[src/rtl/led_pwm_fader_if.sv]
`default_nettype none
// ============================================================================
//  Module   : led_pwm_fader_if
//  Purpose  : Bundles the pattern/enable inputs and the LED drive/busy outputs
//             of the LED PWM fader.
//  Signals  : led_in  [MAX_LENGTH] - pattern from the sequencer
//             en                   - run enable (0 = freeze and blank)
//             led_out [MAX_LENGTH] - PWM drive to the LEDs
//             busy                 - any channel still lit or fading
//  Modports : master (pattern source), slave (fader)
//  Revision : 1.0 - initial release
// ============================================================================
interface led_pwm_fader_if #(
    parameter int MAX_LENGTH = 8
);
    logic [MAX_LENGTH-1:0] led_in;
    logic                  en;
    logic [MAX_LENGTH-1:0] led_out;
    logic                  busy;

    modport master (
        output led_in,
        output en,
        input  led_out,
        input  busy
    );

    modport slave (
        input  led_in,
        input  en,
        output led_out,
        output busy
    );
endinterface
`default_nettype wire

[src/rtl/led_pwm_fader.sv]
`default_nettype none
// ============================================================================
//  Module   : led_pwm_fader
//  Purpose  : Per-channel PWM LED driver with a linear "comet tail" fade.
//             A channel whose input bit is high is held at full brightness;
//             once the bit drops, its level decays by one step every
//             FADE_DIV enabled cycles until it reaches zero.
//  Ports    : clk  - system clock, rising edge
//             rst  - synchronous active-high reset
//             bus  - led_pwm_fader_if.slave (led_in, en, led_out, busy)
//  Params   : MAX_LENGTH - number of LED channels
//             PWM_BITS   - width of brightness level and PWM counter
//             FADE_DIV   - enabled cycles per one-step decrement (1..2^16)
//  Options  : LED_PWM_FADER_GAMMA_EN - when defined, partial levels use a
//             squared compare value (level*level >> PWM_BITS) for a more
//             perceptually even fade. Full level is always 100% duty.
//  Revision : 1.0 - initial release
// ============================================================================
module led_pwm_fader #(
    parameter int MAX_LENGTH = 8,
    parameter int PWM_BITS   = 4,
    parameter int FADE_DIV   = 16
) (
    input  logic              clk,
    input  logic              rst,
    led_pwm_fader_if.slave    bus
);

    // FADE_DIV = 1 needs a counter that never leaves 0; keep it 1 bit wide.
    localparam int                  FADE_W    = (FADE_DIV > 1) ? $clog2(FADE_DIV) : 1;
    localparam logic [FADE_W-1:0]   FADE_LAST = FADE_W'(FADE_DIV - 1);
    localparam logic [PWM_BITS-1:0] LMAX      = '1;

    logic [PWM_BITS-1:0]   pwm_cnt_q,  pwm_cnt_d;
    logic [FADE_W-1:0]     fade_cnt_q, fade_cnt_d;
    logic [PWM_BITS-1:0]   level_q [MAX_LENGTH];
    logic [PWM_BITS-1:0]   level_d [MAX_LENGTH];
    logic [MAX_LENGTH-1:0] led_out_q,  led_out_d;
    logic [PWM_BITS-1:0]   cmp_val [MAX_LENGTH];
    logic                  fade_tick;
    logic                  busy;

    // ------------------------------------------------------------------
    // Shared PWM and fade-rate counters; both freeze while disabled.
    // ------------------------------------------------------------------
    always_comb begin
        fade_tick  = bus.en && (fade_cnt_q == FADE_LAST);
        pwm_cnt_d  = pwm_cnt_q;
        fade_cnt_d = fade_cnt_q;
        if (bus.en) begin
            pwm_cnt_d  = pwm_cnt_q + 1'b1;
            fade_cnt_d = (fade_cnt_q == FADE_LAST) ? '0 : fade_cnt_q + 1'b1;
        end
    end

    // ------------------------------------------------------------------
    // Per-channel duty compare value.
    // ------------------------------------------------------------------
    for (genvar i = 0; i < MAX_LENGTH; i++) begin : g_chan
`ifdef LED_PWM_FADER_GAMMA_EN
        logic [2*PWM_BITS-1:0] sq;
        assign sq         = {{PWM_BITS{1'b0}}, level_q[i]} * {{PWM_BITS{1'b0}}, level_q[i]};
        assign cmp_val[i] = PWM_BITS'(sq >> PWM_BITS);
`else
        assign cmp_val[i] = level_q[i];
`endif
    end

    // ------------------------------------------------------------------
    // Level update and PWM output. A load from led_in takes priority over
    // a coincident fade step so a retrigger never loses a step of tail.
    // ------------------------------------------------------------------
    always_comb begin
        for (int i = 0; i < MAX_LENGTH; i++) begin
            level_d[i]   = level_q[i];
            led_out_d[i] = 1'b0;
            if (bus.en) begin
                if (bus.led_in[i]) begin
                    level_d[i] = LMAX;
                end else if (fade_tick && (level_q[i] != '0)) begin
                    level_d[i] = level_q[i] - 1'b1;
                end
                // Full level is forced on: cmp > pwm_cnt can never reach
                // 2^PWM_BITS high cycles per period on its own.
                if (level_q[i] == LMAX) begin
                    led_out_d[i] = 1'b1;
                end else begin
                    led_out_d[i] = (cmp_val[i] > pwm_cnt_q);
                end
            end
        end
    end

    always_comb begin
        busy = 1'b0;
        for (int i = 0; i < MAX_LENGTH; i++) begin
            busy = busy | (level_q[i] != '0);
        end
    end

    always_ff @(posedge clk) begin
        if (rst) begin
            pwm_cnt_q  <= '0;
            fade_cnt_q <= '0;
            led_out_q  <= '0;
            for (int i = 0; i < MAX_LENGTH; i++) begin
                level_q[i] <= '0;
            end
        end else begin
            pwm_cnt_q  <= pwm_cnt_d;
            fade_cnt_q <= fade_cnt_d;
            led_out_q  <= led_out_d;
            for (int i = 0; i < MAX_LENGTH; i++) begin
                level_q[i] <= level_d[i];
            end
        end
    end

    assign bus.led_out = led_out_q;
    assign bus.busy    = busy;

endmodule
`default_nettype wire

[src/flat_wrapper.sv]
// flat-port wrapper written by rule: the top's interface ports become plain ports
module led_pwm_fader_flat 
#(
    parameter int MAX_LENGTH = 8,
    parameter int PWM_BITS   = 4,
    parameter int FADE_DIV   = 16
)
  (clk, rst, bus_led_in, bus_en, bus_led_out, bus_busy);
  led_pwm_fader_if #(.MAX_LENGTH(MAX_LENGTH)) bus_i ();
  input  logic clk;
  input  logic rst;
  input wire logic [$bits(bus_i.led_in)-1:0] bus_led_in;
  input wire logic [$bits(bus_i.en)-1:0] bus_en;
  output wire logic [$bits(bus_i.led_out)-1:0] bus_led_out;
  output wire logic [$bits(bus_i.busy)-1:0] bus_busy;
  assign bus_i.led_in = bus_led_in;
  assign bus_i.en = bus_en;
  assign bus_led_out = bus_i.led_out;
  assign bus_busy = bus_i.busy;
  led_pwm_fader #(.MAX_LENGTH(MAX_LENGTH), .PWM_BITS(PWM_BITS), .FADE_DIV(FADE_DIV)) u_core (.clk(clk), .rst(rst), .bus(bus_i));
endmodule
[config.mk]
export PLATFORM = sky130hd
export DESIGN_NAME = led_pwm_fader_flat
export DESIGN_NICKNAME = d
export VERILOG_FILES = /design/src/rtl/led_pwm_fader_if.sv /design/src/rtl/led_pwm_fader.sv /design/src/flat_wrapper.sv
export SDC_FILE = /design/constraint.sdc
export NUM_CORES = 1
export LEC_CHECK = 0
export ABC_AREA = 1
export CORE_MARGIN = 4
export CORE_UTILIZATION = 50
export DETAILED_ROUTE_END_ITERATION = 8
export PLACE_DENSITY = 0.69
export SLEW_MARGIN = 20
export SYNTH_ARGS = -nofsm -noshare
export SYNTH_HDL_FRONTEND = slang
export SYNTH_SLANG_ARGS = --single-unit
[constraint.sdc]
create_clock -name clk -period 1.5 [get_ports clk]
set_input_delay 0.15 -clock clk [delete_from_list [all_inputs] [get_ports clk]]
set_output_delay 0.15 -clock clk [all_outputs]
set_load 0.01 [all_outputs]
==> flow_summary.yaml <==
worst_setup_path:
  crit_type: "flip-flop to output pin"
  cp_max_fo: 2
  r2r-start: "u_core.pwm_cnt_q[3]"
  arrival_ns: 1.38
  r2r-end: "u_core.bus.led_out[7]"
  required_ns: 1.35
  start_kind: "flip-flop"
  r2r_cells: 8
  worstSetupEndpointType: "output pin"
  rrSetupSlack_ns: 0.03
pwr:
  cell_internal_pwr_mw: 2.50
  netSwitchingPower_mw: 1.19
  p_comb_frac: 0.336
  clock_power_share: 0.277
  p_per_area_nw_per_um2: 784
  irDropWorstVdd_mv: 0.489
  swShare: 0.324
  p_seq_frac: 0.387
  power.leakage_nw: 2.42
synthesis:
  synth_fa_ha_area_frac: 0.181
  synthMuxAreaShare: 0
  ys_top_cells_by_area: "dfxtp_1, ha_1, nand2_1, nor2_1, inv_1"
  synthCells: 536
  synth_edf_count: 0
  seq_area_frac_synth: 0.278
  synth_top_family_by_area: "simple AND/OR/NAND/NOR gates"
  synth_top_area_share: 0.278
  synthArstFlopShare: 0
  synthSimpleGateAreaFrac: 0.388
  avgSynthCellArea_um2: 6.45
  synth_xor_area_frac: 0.00253
  ys_ff_latch: 48
  synth_fp_nets: 597
  ys.flop_type: "dfxtp_1"
  netlist_top_cells_count: "nand2_1, nor2_1, inv_1, ha_1, nand3_1"
  ys_types: 20
  yosys_warnings: 0
  yosysTopAreaCell: "dfxtp_1"
  synth_most_common_cell: "nand2_1"
  synth_compound_area_frac: 0.0529
  mappedNetlistArea_um2: 3460
layout:
  nFillCells: 552
  fin_area_um2: 4710
  post-route-util: 0.696
  n_antenna_cell: 0
  syn_to_final_growth_pct: 36.2
  drive_gt1_frac: 0.280
  nets: 692
  regArea_um2: 983
  multi_input_area_um2: 2390
outcome:
  outcome: "finished with violations"
  violations: "negative setup slack"
timing:
  skew_ns: 0.0170
  rsz0062_at_grt: "true"
  maxClockFrequency_mhz: 653
  period_minus_slack_ns: 1.53
  fin_ws_ns: -0.0317
  worst-slew-pin-transition_ns: 0.270
  hold_ws_ns: 0.516
  period_share: 1.02
  relSlewSlack: 0.818
  hold_violations: 0
  finalMaxSlewViolations: 0
  setup-violations-final: 1
detailed_routing:
  first_pass_iters: 4
  viasPerCell: 5.02
  ant_nets: 0
  routed_wl_um: 9000
  via_count: 3574
  drc_errors: 0
  drt-initial-drc-count: 164
  wire_per_inst_um: 12.6
placement:
  gp_congestion: 0.888
  port_buffers: 19
  hpwl_um: 5890
  place_ws_ns: -0.0993
  place_area_um2: 4150
global_routing:
  grt_pass1_wl_um: 14300
  grt_antenna_before_repair: 0
  grtUsageTotal: 0.211
  first_global_vias: 3282
  grt_max_degree: 22
  grt.overflow.total: 0
min_path:
  min_from: "rst"
  holdPathStages: 2
  min_to: "u_core.fade_cnt_q[0]"
  hold_path.class: "input port to flip-flop"
floorplan:
  start_util: 0.511
  coreArea_um2: 6760
  die_w_um: 91.1
  pin_count: 20
  die-area_um2: 8310
  row_count: 30
  die_height_um: 91.1
flow_run:
  maxCapViolations: 0
cts:
  cts_made_buffers: 5
  insertion_delay_ns: 0.32
  cts_sinks: 48
  clk_pin_slew_ns: 0.11
  cts_root_buffer: "clkbuf_8"
  cts_buffer_depth: 2
  cts_tree: "built"
  htreeDepth: 2
==> cell usage in the layout (no fill, tap or decap), types with 7 or more instances in the layout <==
cell / n
ha_1: 32
ha_4: 14
clkdlybuf4s50_1: 18
dfxtp_1: 30
nand2_1: 117
dfxtp_2: 18
o21ai_0: 7
nand3_1: 49
inv_1: 54
buf_4: 70
a21oi_1: 19
nand2_2: 23
nor2_1: 108
nand4_1: 10
inv_2: 21
==> worst max-delay path: stages, from the launching register on <==
cell and delay [ns]:
dfxtp_2 0.34, inv_2 0.07, ha_4 0.15, nand2_2 0.06, nor2_2 0.14, nand4_1 0.14, buf_2 0.16
==> power groups by stage <==
stage	clock network (mW)	logic, mW	registers (mW)
3_5_place_dp	0	1.05	1.44
5_1_grt	1.10	1.41	1.44
6_report	1.02	1.24	1.43
4_1_cts	1.03	1.13	1.42
2_1_floorplan	0	0.640	1.47
3_3_place_gp	0	1.02	1.44
==> kinds of logic (layout without fill, tap and decap cells) <==
logic type	count (synthesis)	count (layout)
buf+inv	86	181
simple gates	315	316
compound gates	36	36
flops	48	48
xor+xnor	1	1
fa+ha+maj	50	50
==> timing repair <==
| action | in CTS | in global routing |
|---|---|---|
| gates resized for setup | 43 | 43 |
| buffers inserted | 15 | 3 |
| setup endpoints to repair | 6 | 34 |
| hold buffers | 0 | 0 |
| cloned | 0 | 1 |
| pin swaps | 13 | 10 |
==> final cells by class <==
type	count	share of cell area
Clock inverter	2	0.00824
Tap cell	80	0.0213
Timing Repair Buffer	95	0.171
Multi-Input combinational cell	403	0.508
Inverter	78	0.0646
Sequential cell	48	0.209
Clock buffer	6	0.0175
==> through the flow <==
step           TNS [ns]  std cells  total power, mW
2_1_floorplan         0        536             2.11
3_3_place_gp     -0.176        685             2.46
3_5_place_dp     -0.657        685             2.49
4_1_cts         -0.0101        708             3.58
5_1_grt          -0.365        712             3.95
6_report        -0.0317        712             3.69
==> how the worst max path moves through the flow <==
stage	slack (ns)	startpoint	end	cells past startpoint
floorplan	0.24	u_core.pwm_cnt_q[1]	u_core.bus.led_out[2]	8
global placement	-0.09	u_core.level_q[0][13]	bus_busy	6
detailed placement	-0.1	u_core.level_q[0][13]	bus_busy	6
CTS	-0.01	u_core.level_q[0][4]	bus_busy	6
global route	-0.11	u_core.level_q[0][12]	bus_busy	6
finish	-0.03	u_core.level_q[0][12]	bus_busy	6
==> registers in the layout (all words and copies together), names as in the netlist <==
register,flops
u_core.fade_cnt_q,4
u_core.level_q,32
u_core.bus.led_out,8
u_core.pwm_cnt_q,4
==> per-layer routing <==
metal	track usage	up-vias	share of wire
met3	0.0414	18	0.037
li1	-	1888	-
met5	0	-	0
met4	0.0791	0	0.024
met2	0.375	60	0.50
met1	0.248	1608	0.44
Power figures use the tool's default switching activity.
